$ cat src/rtl/hub75_pkg.sv
// Shared constants, types and helpers for the HUB75 receiver.
package hub75_pkg;

    localparam int unsigned COLS_DEF     = 64;
    localparam int unsigned ROW_BITS_DEF = 5;

    localparam logic HALF_TOP    = 1'b0;
    localparam logic HALF_BOTTOM = 1'b1;

    typedef enum logic {
        ST_IDLE   = 1'b0,
        ST_COMMIT = 1'b1
    } state_t;

    // Frame-buffer address is {half, row, col}.
    function automatic int unsigned wr_addr_width(input int unsigned cols,
                                                  input int unsigned row_bits);
        return 1 + row_bits + $clog2(cols);
    endfunction

endpackage

$ cat src/rtl/hub75_rx_if.sv
// Frame-buffer write port driven by the HUB75 receiver.
interface hub75_rx_if #(
    parameter int unsigned COLS     = hub75_pkg::COLS_DEF,
    parameter int unsigned ROW_BITS = hub75_pkg::ROW_BITS_DEF
);
    import hub75_pkg::*;

    localparam int unsigned AW = wr_addr_width(COLS, ROW_BITS);

    logic          wr_en;
    logic [AW-1:0] wr_addr;
    logic [2:0]    wr_data;
    logic          row_done;

    modport master (output wr_en, wr_addr, wr_data, row_done);
    modport slave  (input  wr_en, wr_addr, wr_data, row_done);

endinterface

$ cat src/rtl/hub75_edge_sync.sv
// Multi-stage input synchronizer with optional rising-edge detection.
module hub75_edge_sync #(
    parameter int unsigned WIDTH  = 1,
    parameter int unsigned STAGES = 2,
    parameter bit          EDGE   = 1'b1
) (
    input  logic             clk,
    input  logic             rst,
    input  logic [WIDTH-1:0] d,
    output logic [WIDTH-1:0] q,
    output logic [WIDTH-1:0] rise_c
);

    logic [WIDTH-1:0] chain [STAGES];

    always_ff @(posedge clk or posedge rst) begin
        if (rst) begin
            for (int unsigned i = 0; i < STAGES; i++) chain[i] <= '0;
        end else begin
            chain[0] <= d;
            for (int unsigned i = 1; i < STAGES; i++) chain[i] <= chain[i-1];
        end
    end

    assign q = chain[STAGES-1];

    generate
        if (EDGE) begin : g_edge
            logic [WIDTH-1:0] prev;

            always_ff @(posedge clk or posedge rst) begin
                if (rst) prev <= '0;
                else     prev <= q;
            end

            assign rise_c = q & ~prev;
        end else begin : g_no_edge
            assign rise_c = '0;
        end
    endgenerate

endmodule

$ cat src/rtl/hub75_rx.sv
// HUB75 panel-side receiver: rebuilds shifted rows and commits them to a frame buffer on latch.
// Optional statistics counters are enabled with HUB75_RX_STATS_EN.
module hub75_rx
    import hub75_pkg::*;
#(
    parameter int unsigned COLS        = COLS_DEF,
    parameter int unsigned ROW_BITS    = ROW_BITS_DEF,
    parameter int unsigned SYNC_STAGES = 2
) (
    input  logic                clk,
    input  logic                rst,
    input  logic [2:0]          in_RGB0,
    input  logic [2:0]          in_RGB1,
    input  logic                in_SCREEN_CLOCK,
    input  logic [ROW_BITS-1:0] in_ABCDE,
    input  logic                in_LATCH,
    input  logic                in_nOE,
    hub75_rx_if.master          fb,
    output logic                out_BUSY,
    output logic                out_LIT,
    output logic                out_LEN_ERR,
    output logic                out_OVERRUN
`ifdef HUB75_RX_STATS_EN
    ,
    output logic [15:0]         out_LATCH_CNT,
    output logic [7:0]          out_LEN_ERR_CNT,
    output logic [7:0]          out_OVERRUN_CNT
`endif
);

    localparam int unsigned CB    = $clog2(COLS);
    localparam int unsigned CNT_W = $clog2(COLS + 2);
    localparam int unsigned IDX_W = $clog2(2 * COLS);
    localparam int unsigned DW    = 3 + 3 + ROW_BITS + 1;
    localparam logic [IDX_W-1:0] LAST = IDX_W'(2 * COLS - 1);

    logic [1:0]          unused_ctl_q;
    logic [1:0]          ctl_rise;
    logic [DW-1:0]       data_s;
    logic [DW-1:0]       unused_data_rise;
    logic                sclk_rise, latch_rise;
    logic [2:0]          rgb0_s, rgb1_s;
    logic [ROW_BITS-1:0] abcde_s;
    logic                noe_s;

    hub75_edge_sync #(.WIDTH(2), .STAGES(SYNC_STAGES), .EDGE(1'b1)) u_ctl_sync (
        .clk    (clk),
        .rst    (rst),
        .d      ({in_LATCH, in_SCREEN_CLOCK}),
        .q      (unused_ctl_q),
        .rise_c (ctl_rise)
    );

    hub75_edge_sync #(.WIDTH(DW), .STAGES(SYNC_STAGES), .EDGE(1'b0)) u_data_sync (
        .clk    (clk),
        .rst    (rst),
        .d      ({in_nOE, in_ABCDE, in_RGB1, in_RGB0}),
        .q      (data_s),
        .rise_c (unused_data_rise)
    );

    assign sclk_rise  = ctl_rise[0];
    assign latch_rise = ctl_rise[1];
    assign rgb0_s     = data_s[2:0];
    assign rgb1_s     = data_s[5:3];
    assign abcde_s    = data_s[6 +: ROW_BITS];
    assign noe_s      = data_s[DW-1];

    state_t                   state;
    logic [COLS-1:0][2:0]     sh_top, sh_bot, sh_top_nxt, sh_bot_nxt;
    logic [COLS-1:0][2:0]     hold_top, hold_bot;
    logic [CNT_W-1:0]         col_cnt, cnt_inc;
    logic [IDX_W-1:0]         wr_idx, nxt_idx;
    logic [ROW_BITS-1:0]      row_q, nxt_row;
    logic [CB-1:0]            nxt_col;
    logic                     nxt_bottom, len_bad, accept;
    logic [2:0]               nxt_data;
    logic [CB+ROW_BITS:0]     nxt_addr;

    // Column shift: new pixel enters at the far end, everything moves toward column 0.
    always_comb begin
        sh_top_nxt = sh_top;
        sh_bot_nxt = sh_bot;
        cnt_inc    = col_cnt;
        if (sclk_rise) begin
            for (int unsigned i = 0; i < COLS - 1; i++) begin
                sh_top_nxt[i] = sh_top[i+1];
                sh_bot_nxt[i] = sh_bot[i+1];
            end
            sh_top_nxt[COLS-1] = rgb0_s;
            sh_bot_nxt[COLS-1] = rgb1_s;
            if (col_cnt != CNT_W'(COLS + 1)) cnt_inc = col_cnt + CNT_W'(1);
        end
        len_bad = (cnt_inc != CNT_W'(COLS));
        accept  = latch_rise && (state == ST_IDLE);
    end

    // Next write to present; on an accepted latch it reads the value being captured into hold.
    always_comb begin
        nxt_idx    = (state == ST_IDLE) ? '0 : wr_idx + IDX_W'(1);
        nxt_bottom = (nxt_idx >= IDX_W'(COLS));
        nxt_col    = nxt_bottom ? CB'(nxt_idx - IDX_W'(COLS)) : CB'(nxt_idx);
        nxt_row    = (state == ST_IDLE) ? abcde_s : row_q;
        if (state == ST_IDLE) nxt_data = nxt_bottom ? sh_bot_nxt[nxt_col] : sh_top_nxt[nxt_col];
        else                  nxt_data = nxt_bottom ? hold_bot[nxt_col]   : hold_top[nxt_col];
        nxt_addr = {(nxt_bottom ? HALF_BOTTOM : HALF_TOP), nxt_row, nxt_col};
    end

    always_ff @(posedge clk or posedge rst) begin
        if (rst) begin
            state       <= ST_IDLE;
            sh_top      <= '0;
            sh_bot      <= '0;
            hold_top    <= '0;
            hold_bot    <= '0;
            col_cnt     <= '0;
            wr_idx      <= '0;
            row_q       <= '0;
            fb.wr_en    <= 1'b0;
            fb.wr_addr  <= '0;
            fb.wr_data  <= '0;
            fb.row_done <= 1'b0;
            out_BUSY    <= 1'b0;
            out_LIT     <= 1'b0;
            out_LEN_ERR <= 1'b0;
            out_OVERRUN <= 1'b0;
        end else begin
            sh_top      <= sh_top_nxt;
            sh_bot      <= sh_bot_nxt;
            col_cnt     <= accept ? '0 : cnt_inc;
            out_LIT     <= ~noe_s;
            out_LEN_ERR <= 1'b0;
            out_OVERRUN <= 1'b0;
            case (state)
                ST_IDLE: begin
                    if (latch_rise) begin
                        hold_top    <= sh_top_nxt;
                        hold_bot    <= sh_bot_nxt;
                        row_q       <= abcde_s;
                        out_LEN_ERR <= len_bad;
                        state       <= ST_COMMIT;
                        out_BUSY    <= 1'b1;
                        wr_idx      <= nxt_idx;
                        fb.wr_en    <= 1'b1;
                        fb.wr_addr  <= nxt_addr;
                        fb.wr_data  <= nxt_data;
                        fb.row_done <= (nxt_idx == LAST);
                    end
                end
                ST_COMMIT: begin
                    // A latch during a commit is dropped; hold and col_cnt stay as they are.
                    out_OVERRUN <= latch_rise;
                    if (wr_idx == LAST) begin
                        state       <= ST_IDLE;
                        out_BUSY    <= 1'b0;
                        fb.wr_en    <= 1'b0;
                        fb.wr_addr  <= '0;
                        fb.wr_data  <= '0;
                        fb.row_done <= 1'b0;
                    end else begin
                        wr_idx      <= nxt_idx;
                        fb.wr_en    <= 1'b1;
                        fb.wr_addr  <= nxt_addr;
                        fb.wr_data  <= nxt_data;
                        fb.row_done <= (nxt_idx == LAST);
                    end
                end
                default: state <= ST_IDLE;
            endcase
        end
    end

`ifdef HUB75_RX_STATS_EN
    always_ff @(posedge clk or posedge rst) begin
        if (rst) begin
            out_LATCH_CNT   <= '0;
            out_LEN_ERR_CNT <= '0;
            out_OVERRUN_CNT <= '0;
        end else begin
            if (accept) out_LATCH_CNT <= out_LATCH_CNT + 16'd1;
            if (accept && len_bad && out_LEN_ERR_CNT != 8'hFF)
                out_LEN_ERR_CNT <= out_LEN_ERR_CNT + 8'd1;
            if (latch_rise && state == ST_COMMIT && out_OVERRUN_CNT != 8'hFF)
                out_OVERRUN_CNT <= out_OVERRUN_CNT + 8'd1;
        end
    end
`endif

endmodule
$ cat src/flat_wrapper.sv
// flat-port wrapper written by rule: the top's interface ports become plain ports
module hub75_rx_flat import hub75_pkg::*;
#(
    parameter int unsigned COLS        = COLS_DEF,
    parameter int unsigned ROW_BITS    = ROW_BITS_DEF,
    parameter int unsigned SYNC_STAGES = 2
)
  (clk, rst, in_RGB0, in_RGB1, in_SCREEN_CLOCK, in_ABCDE, in_LATCH, in_nOE, out_BUSY, out_LIT, out_LEN_ERR, out_OVERRUN, fb_wr_en, fb_wr_addr, fb_wr_data, fb_row_done);
  hub75_rx_if #(.COLS(COLS), .ROW_BITS(ROW_BITS)) fb_i ();
  input  logic clk;
  input  logic rst;
  input  logic [2:0] in_RGB0;
  input  logic [2:0] in_RGB1;
  input  logic in_SCREEN_CLOCK;
  input  logic [ROW_BITS-1:0] in_ABCDE;
  input  logic in_LATCH;
  input  logic in_nOE;
  output logic out_BUSY;
  output logic out_LIT;
  output logic out_LEN_ERR;
  output logic out_OVERRUN;
  output wire logic [$bits(fb_i.wr_en)-1:0] fb_wr_en;
  output wire logic [$bits(fb_i.wr_addr)-1:0] fb_wr_addr;
  output wire logic [$bits(fb_i.wr_data)-1:0] fb_wr_data;
  output wire logic [$bits(fb_i.row_done)-1:0] fb_row_done;
  assign fb_wr_en = fb_i.wr_en;
  assign fb_wr_addr = fb_i.wr_addr;
  assign fb_wr_data = fb_i.wr_data;
  assign fb_row_done = fb_i.row_done;
  hub75_rx #(.COLS(COLS), .ROW_BITS(ROW_BITS), .SYNC_STAGES(SYNC_STAGES)) u_core (.clk(clk), .rst(rst), .in_RGB0(in_RGB0), .in_RGB1(in_RGB1), .in_SCREEN_CLOCK(in_SCREEN_CLOCK), .in_ABCDE(in_ABCDE), .in_LATCH(in_LATCH), .in_nOE(in_nOE), .fb(fb_i), .out_BUSY(out_BUSY), .out_LIT(out_LIT), .out_LEN_ERR(out_LEN_ERR), .out_OVERRUN(out_OVERRUN));
endmodule
$ cat config.mk
export PLATFORM = sky130hd
export DESIGN_NAME = hub75_rx_flat
export DESIGN_NICKNAME = d
export VERILOG_FILES = /design/src/rtl/hub75_pkg.sv /design/src/rtl/hub75_rx_if.sv /design/src/rtl/hub75_edge_sync.sv /design/src/rtl/hub75_rx.sv /design/src/flat_wrapper.sv
export SDC_FILE = /design/constraint.sdc
export NUM_CORES = 2
export LEC_CHECK = 0
export BUFFER_PORTS_ARGS = -buffer_cell sky130_fd_sc_hd__buf_2
export CELL_PAD_IN_SITES_DETAIL_PLACEMENT = 1
export CELL_PAD_IN_SITES_GLOBAL_PLACEMENT = 1
export CORE_UTILIZATION = 44
export CTS_CLUSTER_DIAMETER = 120
export DETAILED_ROUTE_END_ITERATION = 7
export GPL_TIMING_DRIVEN = 0
export HOLD_SLACK_MARGIN = 0.08
export PLACE_DENSITY_LB_ADDON = 0.1
export SLEW_MARGIN = 20
export SYNTH_ARGS = -nofsm -noshare
export SYNTH_HDL_FRONTEND = slang
export SYNTH_HIERARCHICAL = 1
export SYNTH_SLANG_ARGS = --single-unit
$ cat constraint.sdc
create_clock -name clk -period 38 [get_ports clk]
set_clock_uncertainty 0.05 [all_clocks]
set_input_delay 5.7 -clock clk [delete_from_list [all_inputs] [get_ports clk]]
set_output_delay 5.7 -clock clk [all_outputs]
set_load 0.005 [all_outputs]
==> results by group <==
Global routing
  – Global-route wire length before repair: 161.3 mm
  – Largest net degree at the start of global routing: 109
  – Global-route met1 utilization: 36.66%
  – Top Usage Layer GRT: met2
  – Total routing usage reported by global routing: 26.90%
  – Antenna violations before repair: 4
  – Grt met2 use: 43.67%
  – M3 GR Usage: 4.336%
  – Vias in the first global route: 26,300
  – Leftover overflow at the end of global routing: 0

Critical path
  – Cell at the slowest stage of the critical path: buf_16
  – Minimum setup slack among reg-to-reg paths: 33.41 ns
  – Endpoint arrival time on the critical path: 8.02 ns
  – Critical-path cell list: buf_2 > inv_8 > buf_16 > buf_16 > buf_16 > buf_16
  – Worst Reg2Reg Path Length in Cells: 12
  – Critical register-to-register path startpoint: u_core/wr_idx[1]
  – Buf+Inv Stages, Crit Path: 6
  – Data required, critical path: 38.70 ns
  – Cell seen most often among critical-path stages: buf_16
  – Sort of element at the start of the critical path: input pin
  – Type of destination of the critical path: asynchronous set/reset pin
  – Category of cells accounting for the largest share of critical-path delay: buffers and inverters
  – Largest stage delay, worst path: 0.43 ns
  – Worst setup path class: in2async
  – End of the worst register-to-register path: u_core/fb.wr_data[1]
  – Maximum net fanout on the critical path: 98

Floorplan
  – Die Outline Area: 79,800 um2
  – Die span in y: 282.5 um
  – Effective utilization at floorplan: 44.61%
  – Overall die width: 282.5 um
  – Row cnt: 102
  – I/O pin total: 37
  – Area of the placeable core: 77,590 um2

Routing
  – Number of detailed-routing iterations run before antenna repair: 5
  – Via total after detailed routing: 24,200
  – Vias/cell: 5.498
  – DRT antenna net count: 0
  – Number of DRC violations after detailed-routing iteration 0: 2,045
  – WL final: 103.8 mm
  – DR DRC count: 0
  – Average wire per standard cell: 23.59 um

STA
  – Setup total negative slack: 0 ns
  – Maximum achievable frequency: 0.1367 GHz
  – Worst hold slack across all endpoints: 0.2953 ns
  – Final worst slack: 30.68 ns
  – Period Utilization, post-route: 19.26%
  – Count of final setup violators: 0
  – Setup repair after global routing missed its margin: no
  – Number of max-slew violations in the final report: 0
  – Post-layout min period: 7.317 ns
  – Worst Max-Slew Pin Slew: 1.227 ns
  – Worst max-slew margin expressed relative to the limit: 18.19%
  – Final Hold Viols: 0

Cells and area
  – Most common library cell in the layout ignoring fill and taps: nand2_1
  – Most frequent cells in the layout: nand2_1 (1,271), dfrtp_1 (839), mux2_2 (401)
  – Number of fill cells in the layout: 8,379
  – Net total in the final layout: 3,310
  – Area taken by flip-flops and latches: 21,000 um2
  – Layout cells sized above 1: 20.61%
  – Area overhead of the layout relative to synthesis: 13.98%
  – Footprint of the multi-input gates: 12,690 um2
  – Design Area, Final: 39,460 um2

CTS
  – CTS tree: built
  – Post-CTS Setup Bufs: 0
  – Number of buffers on the longest clock path: 3
  – Post-cts hold buffer count: 0
  – Worst skew pair latency: 0.64 ns
  – H-tree level count: 3
  – Cell at the root of the clock tree: clkbuf_16
  – Clock-pin transition on the worst setup and hold timing paths: 0.06 ns
  – CTS sink cnt: 839
  – Number of cells upsized or downsized after cts: 0
  – CTS Buf Count: 91

Pwr
  – Pint: 1.716 mW
  – Pwr per Cell Area: 66.87 nW/um2
  – Power after layout: 2.639 mW
  – Switching power summed over all nets: 0.9227 mW
  – Register share of total power: 39.2%
  – Highest ir drop seen on vdd: 0.00003834 V
  – Logic pwr share: 26.4%
  – Proportion of power drawn by the clock network: 34.4%
  – Static leakage: 20.16 nW
  – Net switching share of the total power: 34.97%

Hold path
  – Hold path depth: 0
  – Worst-case hold path end point: u_core/u_data_sync/q[4]
  – Class of the tightest hold or removal check: reg2reg
  – Launch instance of the worst min-delay path: u_core/u_data_sync/chain[16]

Synthesis
  – Net count after synthesis: 3,172
  – Netlist Area Pre-Place: 34,620 um2
  – Synth warn: 6
  – Gate Count Post-Synth: 3,153
  – Synthesized area per cell: 10.98 um2

Outcome
  – Status: finished, final reports clean

Place
  – Port Buf Inserts: 36
  – Post-Place Cell Area: 36,350 um2
  – Last weighted congestion value of the routability-driven placer: 0.8608
  – Estimated wirelength of the detail-placed design: 71.88 mm
  – Worst slack after detailed placement: 29.95 ns

Job
  – Max-capacitance violation count: 0
## metrics by stage
step / cells / util, %
finish: 4401 / 50.85
global route: 4398 / 50.84
CTS: 4398 / 50.83
detailed placement: 4238 / 46.85
global placement: 4229 / 46.52
floorplan: 3153 / -
## how the worst max path moves through the flow
| stage | cells past startpoint | start | to |
|---|---|---|---|
| 3_3_place_gp | 2 | rst | u_core/sh_top[167] |
| 4_1_cts | 6 | rst | u_core/sh_top[161] |
| 6_report | 6 | rst | u_core/sh_top[92] |
| 5_1_grt | 6 | rst | u_core/sh_top[155] |
| 3_5_place_dp | 6 | rst | u_core/sh_top[167] |
| 2_1_floorplan | 1 | rst | u_core/col_cnt[0] |
## layer usage
metal	part of all wire [%]	vias to the layer above
met4	3.4	0
met3	4.9	172
li1	-	10760
met5	0	-
met2	47	550
met1	44	12720
## power by group through the flow
stage	logic [mW]	clock network [mW]	registers (mW)
global placement	0.668	0	1.05
global route	0.719	0.963	1.04
CTS	0.687	0.930	1.03
finish	0.697	0.907	1.03
floorplan	0.368	0	1.03
detailed placement	0.683	0	1.05
## state kept, by name (all words and copies together) (netlist names), 7 cells and up
signal and flops:
u_core/u_data_sync/chain 12, u_core/fb.wr_addr 12, u_core/u_data_sync/q 12, u_core/wr_idx 7
u_core/col_cnt 7, u_core/hold_bot 192, u_core/sh_bot 192, u_core/hold_top 192
u_core/sh_top 192
## final cells by class
class,count,area share [%]
Tap cell,1040,3.298
Timing Repair Buffer,45,1.065
Inverter,12,0.1332
Sequential cell,839,53.21
Clock inverter,27,0.8752
Clock buffer,133,6.938
Antenna cell,3,0.01903
Buffer,205,2.308
Multi-Input combinational cell,2097,32.15
## worst reg2reg max path, stage by stage, from the launching register on
cell and delay, ns:
dfrtp_1 0.47, ha_1 0.31, buf_2 0.16, and3b_1 0.16, buf_2 0.38, clkbuf_1 0.95
clkbuf_2 0.71, a222oi_1 0.23, mux2i_1 0.36, a2bb2oi_1 0.11, nand3_1 0.14, a41oi_1 0.23
a31oi_1 0.24
Power figures use the tool's default switching activity.
